===== config.mk =====
export PLATFORM = sky130hd
export DESIGN_NAME = sdram_cmd_arbiter
export DESIGN_NICKNAME = d
export VERILOG_FILES = /design/src/rtl/sdram_cmd_arbiter.sv
export SDC_FILE = /design/constraint.sdc
export NUM_CORES = 1
export LEC_CHECK = 0
export BUFFER_PORTS_ARGS = -buffer_cell sky130_fd_sc_hd__buf_2
export CAP_MARGIN = 5
export CORE_MARGIN = 3
export CORE_UTILIZATION = 49
export CTS_CLUSTER_SIZE = 20
export DETAILED_ROUTE_END_ITERATION = 16
export PLACE_DENSITY_LB_ADDON = 0.15
export RECOVER_POWER = 50
export SLEW_MARGIN = 20
export SYNTH_ARGS = -nofsm -noshare
export SYNTH_HDL_FRONTEND = slang
export SYNTH_SLANG_ARGS = --single-unit
export TNS_END_PERCENT = 1

===== constraint.sdc =====
create_clock -name pclk -period 6.5 [get_ports pclk]
set_input_delay 0 -clock pclk [delete_from_list [all_inputs] [get_ports pclk]]
set_output_delay 0 -clock pclk [all_outputs]
set_load 0.02 [all_outputs]

===== src/rtl/sdram_cmd_arbiter.sv =====
// Command-slot arbiter for the SDRAM controller: round-robin between two
// requesters plus an auto-refresh engine that postpones refreshes under load.
module sdram_cmd_arbiter #(
    parameter int REFRESH_INTERVAL = 780,
    parameter int MAX_POSTPONE     = 4,
    parameter int ADDR_W           = 22,
    parameter int DATA_W           = 16
) (
    input  logic              pclk,
    input  logic              preset,
    input  logic              init_done,
    input  logic              r0_req,
    input  logic              r0_write,
    input  logic [ADDR_W-1:0] r0_addr,
    input  logic [DATA_W-1:0] r0_wdata,
    output logic              r0_gnt,
    input  logic              r1_req,
    input  logic              r1_write,
    input  logic [ADDR_W-1:0] r1_addr,
    input  logic [DATA_W-1:0] r1_wdata,
    output logic              r1_gnt,
    output logic              cmd_valid,
    input  logic              cmd_ready,
    output logic [1:0]        cmd_type,
    output logic [ADDR_W-1:0] cmd_addr,
    output logic [DATA_W-1:0] cmd_wdata,
    output logic [1:0]        cmd_src,
    output logic [2:0]        ref_pending,
    output logic              ref_overrun
);
    localparam int             TW     = (REFRESH_INTERVAL > 1) ? $clog2(REFRESH_INTERVAL) : 1;
    localparam logic [TW-1:0]  T_LAST = TW'(REFRESH_INTERVAL - 1);
    localparam logic [2:0]     P_MAX  = 3'(MAX_POSTPONE);

    typedef enum logic {S_IDLE, S_ISSUE} state_e;

    state_e            state_q, state_d;
    logic [TW-1:0]     timer_q, timer_d;
    logic [2:0]        pend_q, pend_d;
    logic              ovr_q, ovr_d;
    logic              rr_q, rr_d;
    logic [1:0]        type_q, type_d;
    logic [1:0]        src_q, src_d;
    logic [ADDR_W-1:0] addr_q, addr_d;
    logic [DATA_W-1:0] wdata_q, wdata_d;
    logic              tick, ref_acc, urgent, idle_ok, g0, g1, do_ref;

    // Refresh timer and pending/overrun bookkeeping
    assign tick    = init_done && (timer_q == T_LAST);
    assign ref_acc = cmd_valid && cmd_ready && (type_q == 2'b10);

    always_comb begin
        timer_d = timer_q;
        if (init_done) timer_d = tick ? '0 : timer_q + 1'b1;
    end

    always_comb begin
        pend_d = pend_q;
        ovr_d  = ovr_q;
        if (tick && !ref_acc) begin
            if (pend_q >= P_MAX) ovr_d = 1'b1;
            else                 pend_d = pend_q + 1'b1;
        end else if (ref_acc && !tick) begin
            pend_d = pend_q - 1'b1;
        end
    end

    // Decision terms; rr_q names the port preferred when both request
    assign idle_ok = (state_q == S_IDLE) && init_done && !preset;
    assign urgent  = (pend_q >= P_MAX);
    assign g0      = idle_ok && !urgent && r0_req && (!r1_req || !rr_q);
    assign g1      = idle_ok && !urgent && r1_req && (!r0_req || rr_q);
    assign do_ref  = idle_ok && (urgent || (!r0_req && !r1_req && pend_q != 3'd0));

    // FSM: state register
    always_ff @(posedge pclk) begin
        if (preset) state_q <= S_IDLE;
        else        state_q <= state_d;
    end

    // FSM: next state
    always_comb begin
        state_d = state_q;
        case (state_q)
            S_IDLE:  if (g0 || g1 || do_ref) state_d = S_ISSUE;
            S_ISSUE: if (cmd_ready)          state_d = S_IDLE;
            default:                         state_d = S_IDLE;
        endcase
    end

    // FSM: outputs
    always_comb begin
        cmd_valid = (state_q == S_ISSUE);
        r0_gnt    = g0;
        r1_gnt    = g1;
    end

    // Command latch; wdata is forced to 0 for reads and refreshes
    always_comb begin
        type_d  = type_q;
        src_d   = src_q;
        addr_d  = addr_q;
        wdata_d = wdata_q;
        rr_d    = rr_q;
        if (g0) begin
            type_d  = {1'b0, r0_write};
            src_d   = 2'b00;
            addr_d  = r0_addr;
            wdata_d = r0_write ? r0_wdata : '0;
            rr_d    = 1'b1;
        end else if (g1) begin
            type_d  = {1'b0, r1_write};
            src_d   = 2'b01;
            addr_d  = r1_addr;
            wdata_d = r1_write ? r1_wdata : '0;
            rr_d    = 1'b0;
        end else if (do_ref) begin
            type_d  = 2'b10;
            src_d   = 2'b10;
            addr_d  = '0;
            wdata_d = '0;
        end
    end

    always_ff @(posedge pclk) begin
        if (preset) begin
            timer_q <= '0;
            pend_q  <= '0;
            ovr_q   <= 1'b0;
            rr_q    <= 1'b0;
            type_q  <= '0;
            src_q   <= '0;
            addr_q  <= '0;
            wdata_q <= '0;
        end else begin
            timer_q <= timer_d;
            pend_q  <= pend_d;
            ovr_q   <= ovr_d;
            rr_q    <= rr_d;
            type_q  <= type_d;
            src_q   <= src_d;
            addr_q  <= addr_d;
            wdata_q <= wdata_d;
        end
    end

    assign cmd_type    = type_q;
    assign cmd_src     = src_q;
    assign cmd_addr    = addr_q;
    assign cmd_wdata   = wdata_q;
    assign ref_pending = pend_q;
    assign ref_overrun = ovr_q;

endmodule

==> out/metrics.yaml <==
routing:
  drtAntennaViolNets: 0
  drc: 0
  routed_wl_um: 7680
  vias: 2743
  drt_iter0_markers: 133
  dr.pass1.iters: 4
  routedWlPerCell_um: 14.8
  vias_per_cell: 5.28
yosys:
  synth_area_leaders: "dfxtp_1 42%, o2bb2ai_1 7.5%, a221oi_2 5.6%"
  synth_area_leader_cell: "dfxtp_1"
  syn_nets: 368
  synth_most_common_cell: "dfxtp_1"
  syn_area_mm2: 0.00269
  syn_avg_cell_area_um2: 9.53
  synth_commonest_cells: "57 x dfxtp_1, 32 x nor2_1, 27 x a21oi_1"
  syn_inst: 282
  synth_top_area_share_pct: 42.5
  ys_ff_latch: 57
  synth_edf_count: 0
  synthFlopType: "dfxtp_1"
  async_flop_share_pct: 0
  yosysSeqAreaShare_pct: 42.5
  synth_warnings: 0
  synth.distinct_cells: 43
clocking:
  cts_buffers: 9
  cts.sinks: 57
  clk_pin_slew_worst_paths_ps: 60
  root_buffer: "clkbuf_8"
  tritoncts: "yes"
  cts_hold_buf: 40
  h-tree-depth: 3
  clkLatencyLatePin_ps: 320
  cts_setup_buffers: 0
  cts_resized: 0
  clk_path_buf_depth: 2
grt:
  antenna_found_initial: 0
  grt_pass1_vias: 2587
  grt_pass1_wl_um: 12200
  track_usage_pct: 24.1
  grt_max_degree: 33
  globalRouteOverflowTotal: 0
setup_path:
  worstPathCellList: "or4b_4, nor4b_4, a221oi_2, dlygate4sd3_1, nor3_2"
  regToRegEndpoint: "cmd_wdata[7]$_SDFFE_PP0P_"
  end_kind: "register"
  worstRegToRegCells: 5
  r2r-start: "ref_pending[2]$_SDFFE_PP0P_"
  crit_required_ps: 6750
  crit_type: "register to register"
  slowest_delay_ps: 900
  arrival_ps: 3110
  r2r_slack_ps: 3650
  path_max_fanout: 16
  worst-path-buf-inv: 1
  slowest_stage: "nor4b_4"
  critical_path.top_delay_family: "simple AND/OR/NAND/NOR gates"
  start_kind: "register"
finish:
  drive_above_1_share_pct: 29.3
  final_util_pct: 74.8
  syn2layout_area_growth_pct: 44.9
  layout.nets: 531
  antennaDiodeCount: 0
  stdcell_count: 520
  fillers: 415
sta:
  min_period_ps: 2850
  fmax_mhz: 350
  finalClockSkew_ps: 8.46
  post-route-period-util_pct: 43.9
  worstMarginPinSlew_ps: 1070
  fin_hold_ws_ps: 3.79
  setup_viol: 0
  fin_setup_tns_ps: 0
  slew_headroom_pct: 28.3
  hold_viol: 0
  worst_slack_ps: 3650
  grt_setup_unrepaired: "no"
  slew_viol_final: 0
min_path:
  min_delay_worst_endpoint: "cmd_wdata[12]$_SDFFE_PP0P_"
  holdCritStartpoint: "r0_wdata[12]"
  hold_depth: 3
  hold_path_class: "primary input to register"
power_and_ir_drop:
  powerDensity_mw_per_mm2: 222
  irDropWorstVdd_uv: 219
  leakagePower_nw: 1.69
floorplanning:
  rows: 26
  fp.dieW_um: 80.0
  dieArea_mm2: 0.00641
  ios: 133
  die_y_um: 80.0
  coreArea_mm2: 0.00520
  start_util_pct: 51.6
place:
  gp_congestion: 0.821
  dpl_worst_slack_ps: 3960
  dp_hpwl_um: 4860
  placedCellCount: 464
  portBuffers: 132
status:
  outcome: "finished, final reports clean"
run:
  maxCapViolations: 0
placed cells by master, fill, tap and decap left out, types with 3 or more instances in the layout:
cell,Yosys,final
clkbuf_1,13,49
inv_1,4,4
nand2_1,5,5
dfxtp_1,57,57
a221oi_2,10,10
buf_2,5,85
nor3_2,11,11
a21oi_1,27,27
o2bb2ai_1,23,23
or3b_2,3,3
and3_1,24,24
clkbuf_8,0,12
nor2_1,32,32
xnor2_1,4,4
nand2b_1,8,8
a221oi_1,6,6
nor3_1,9,9
xor2_1,4,4
dlygate4sd3_1,0,40
final cells by class:
type / instances / area [µm²] / area share (%)
tap: 70 / 87.6 / 2.25
clock inverter: 2 / 35.0 / 0.900
multi-input combinational: 199 / 1420 / 36.6
clock buffer: 14 / 173 / 4.44
sequential: 57 / 1140 / 29.3
inverter: 4 / 15.0 / 0.386
timing repair buffer: 174 / 1020 / 26.1
stage by stage:
stage | total power, W | area (µm²)
after floorplan | 0.000460 | 2690
after global placement | 0.000511 | 3340
after detailed placement | 0.000513 | 3340
after CTS | 0.000871 | 3950
after global routing | 0.000906 | 3890
final | 0.000864 | 3890
report_power, final:
part	switching, W	leakage, nW	internal, W
Sequential	0.00000982	0.465	0.000366
Combinational	0.0000803	1.12	0.0000656
Clock	0.000133	0.107	0.000208
Total	0.000223	1.69	0.000640
layer usage:
layer | GRT usage, % | wire [µm]
met5 | 0 | 0
met3 | 4.74 | 489
met2 | 40.5 | 3730
met1 | 30.0 | 3330
met4 | 9.46 | 128
sequential cells by signal, indices dropped and copies added, names as in the netlist:
| register | flops |
|---|---|
| cmd_addr | 22 |
| cmd_wdata | 16 |
| timer_q | 10 |
| ref_pending | 3 |
| cmd_src | 2 |
| cmd_type | 1 |
| cmd_valid | 1 |
| ref_overrun | 1 |
| rr_q | 1 |
cell families (layout without fill, tap and decap cells):
kind of cell / Yosys count / count (layout) / synth area share (%)
adder cells (fa/ha/maj): 2 / 2 / 1.21
multiplexers: 3 / 3 / 1.16
buffers and inverters: 26 / 194 / 4.70
AO/OA/AOI/OAI: 78 / 78 / 23.3
AND/OR/NAND/NOR: 108 / 108 / 24.5
flip-flops: 57 / 57 / 42.5
XOR/XNOR: 8 / 8 / 2.61
worst max-delay path by stage:
stage,startpoint,endpoint,cells after the start
floorplan,timer_q[0]$_SDFFE_PP0P_,ref_pending[2]$_SDFFE_PP0P_,8
global placement,preset,cmd_type[0]$_SDFFE_PP0P_,5
detailed placement,preset,cmd_addr[9]$_SDFFE_PP0P_,5
CTS,ref_pending[2]$_SDFFE_PP0P_,cmd_wdata[5]$_SDFFE_PP0P_,5
global route,ref_pending[2]$_SDFFE_PP0P_,cmd_wdata[7]$_SDFFE_PP0P_,5
finish,ref_pending[2]$_SDFFE_PP0P_,cmd_wdata[7]$_SDFFE_PP0P_,5
worst reg2reg max path: cells and delay by family, from the launching register on:
kind / cells / cell delay [ps]
buf+inv: 1 / 640
compound gates: 1 / 110
simple gates: 3 / 1660
flops: 1 / 390
No activity file was read; power rests on OpenSTA's default activity.
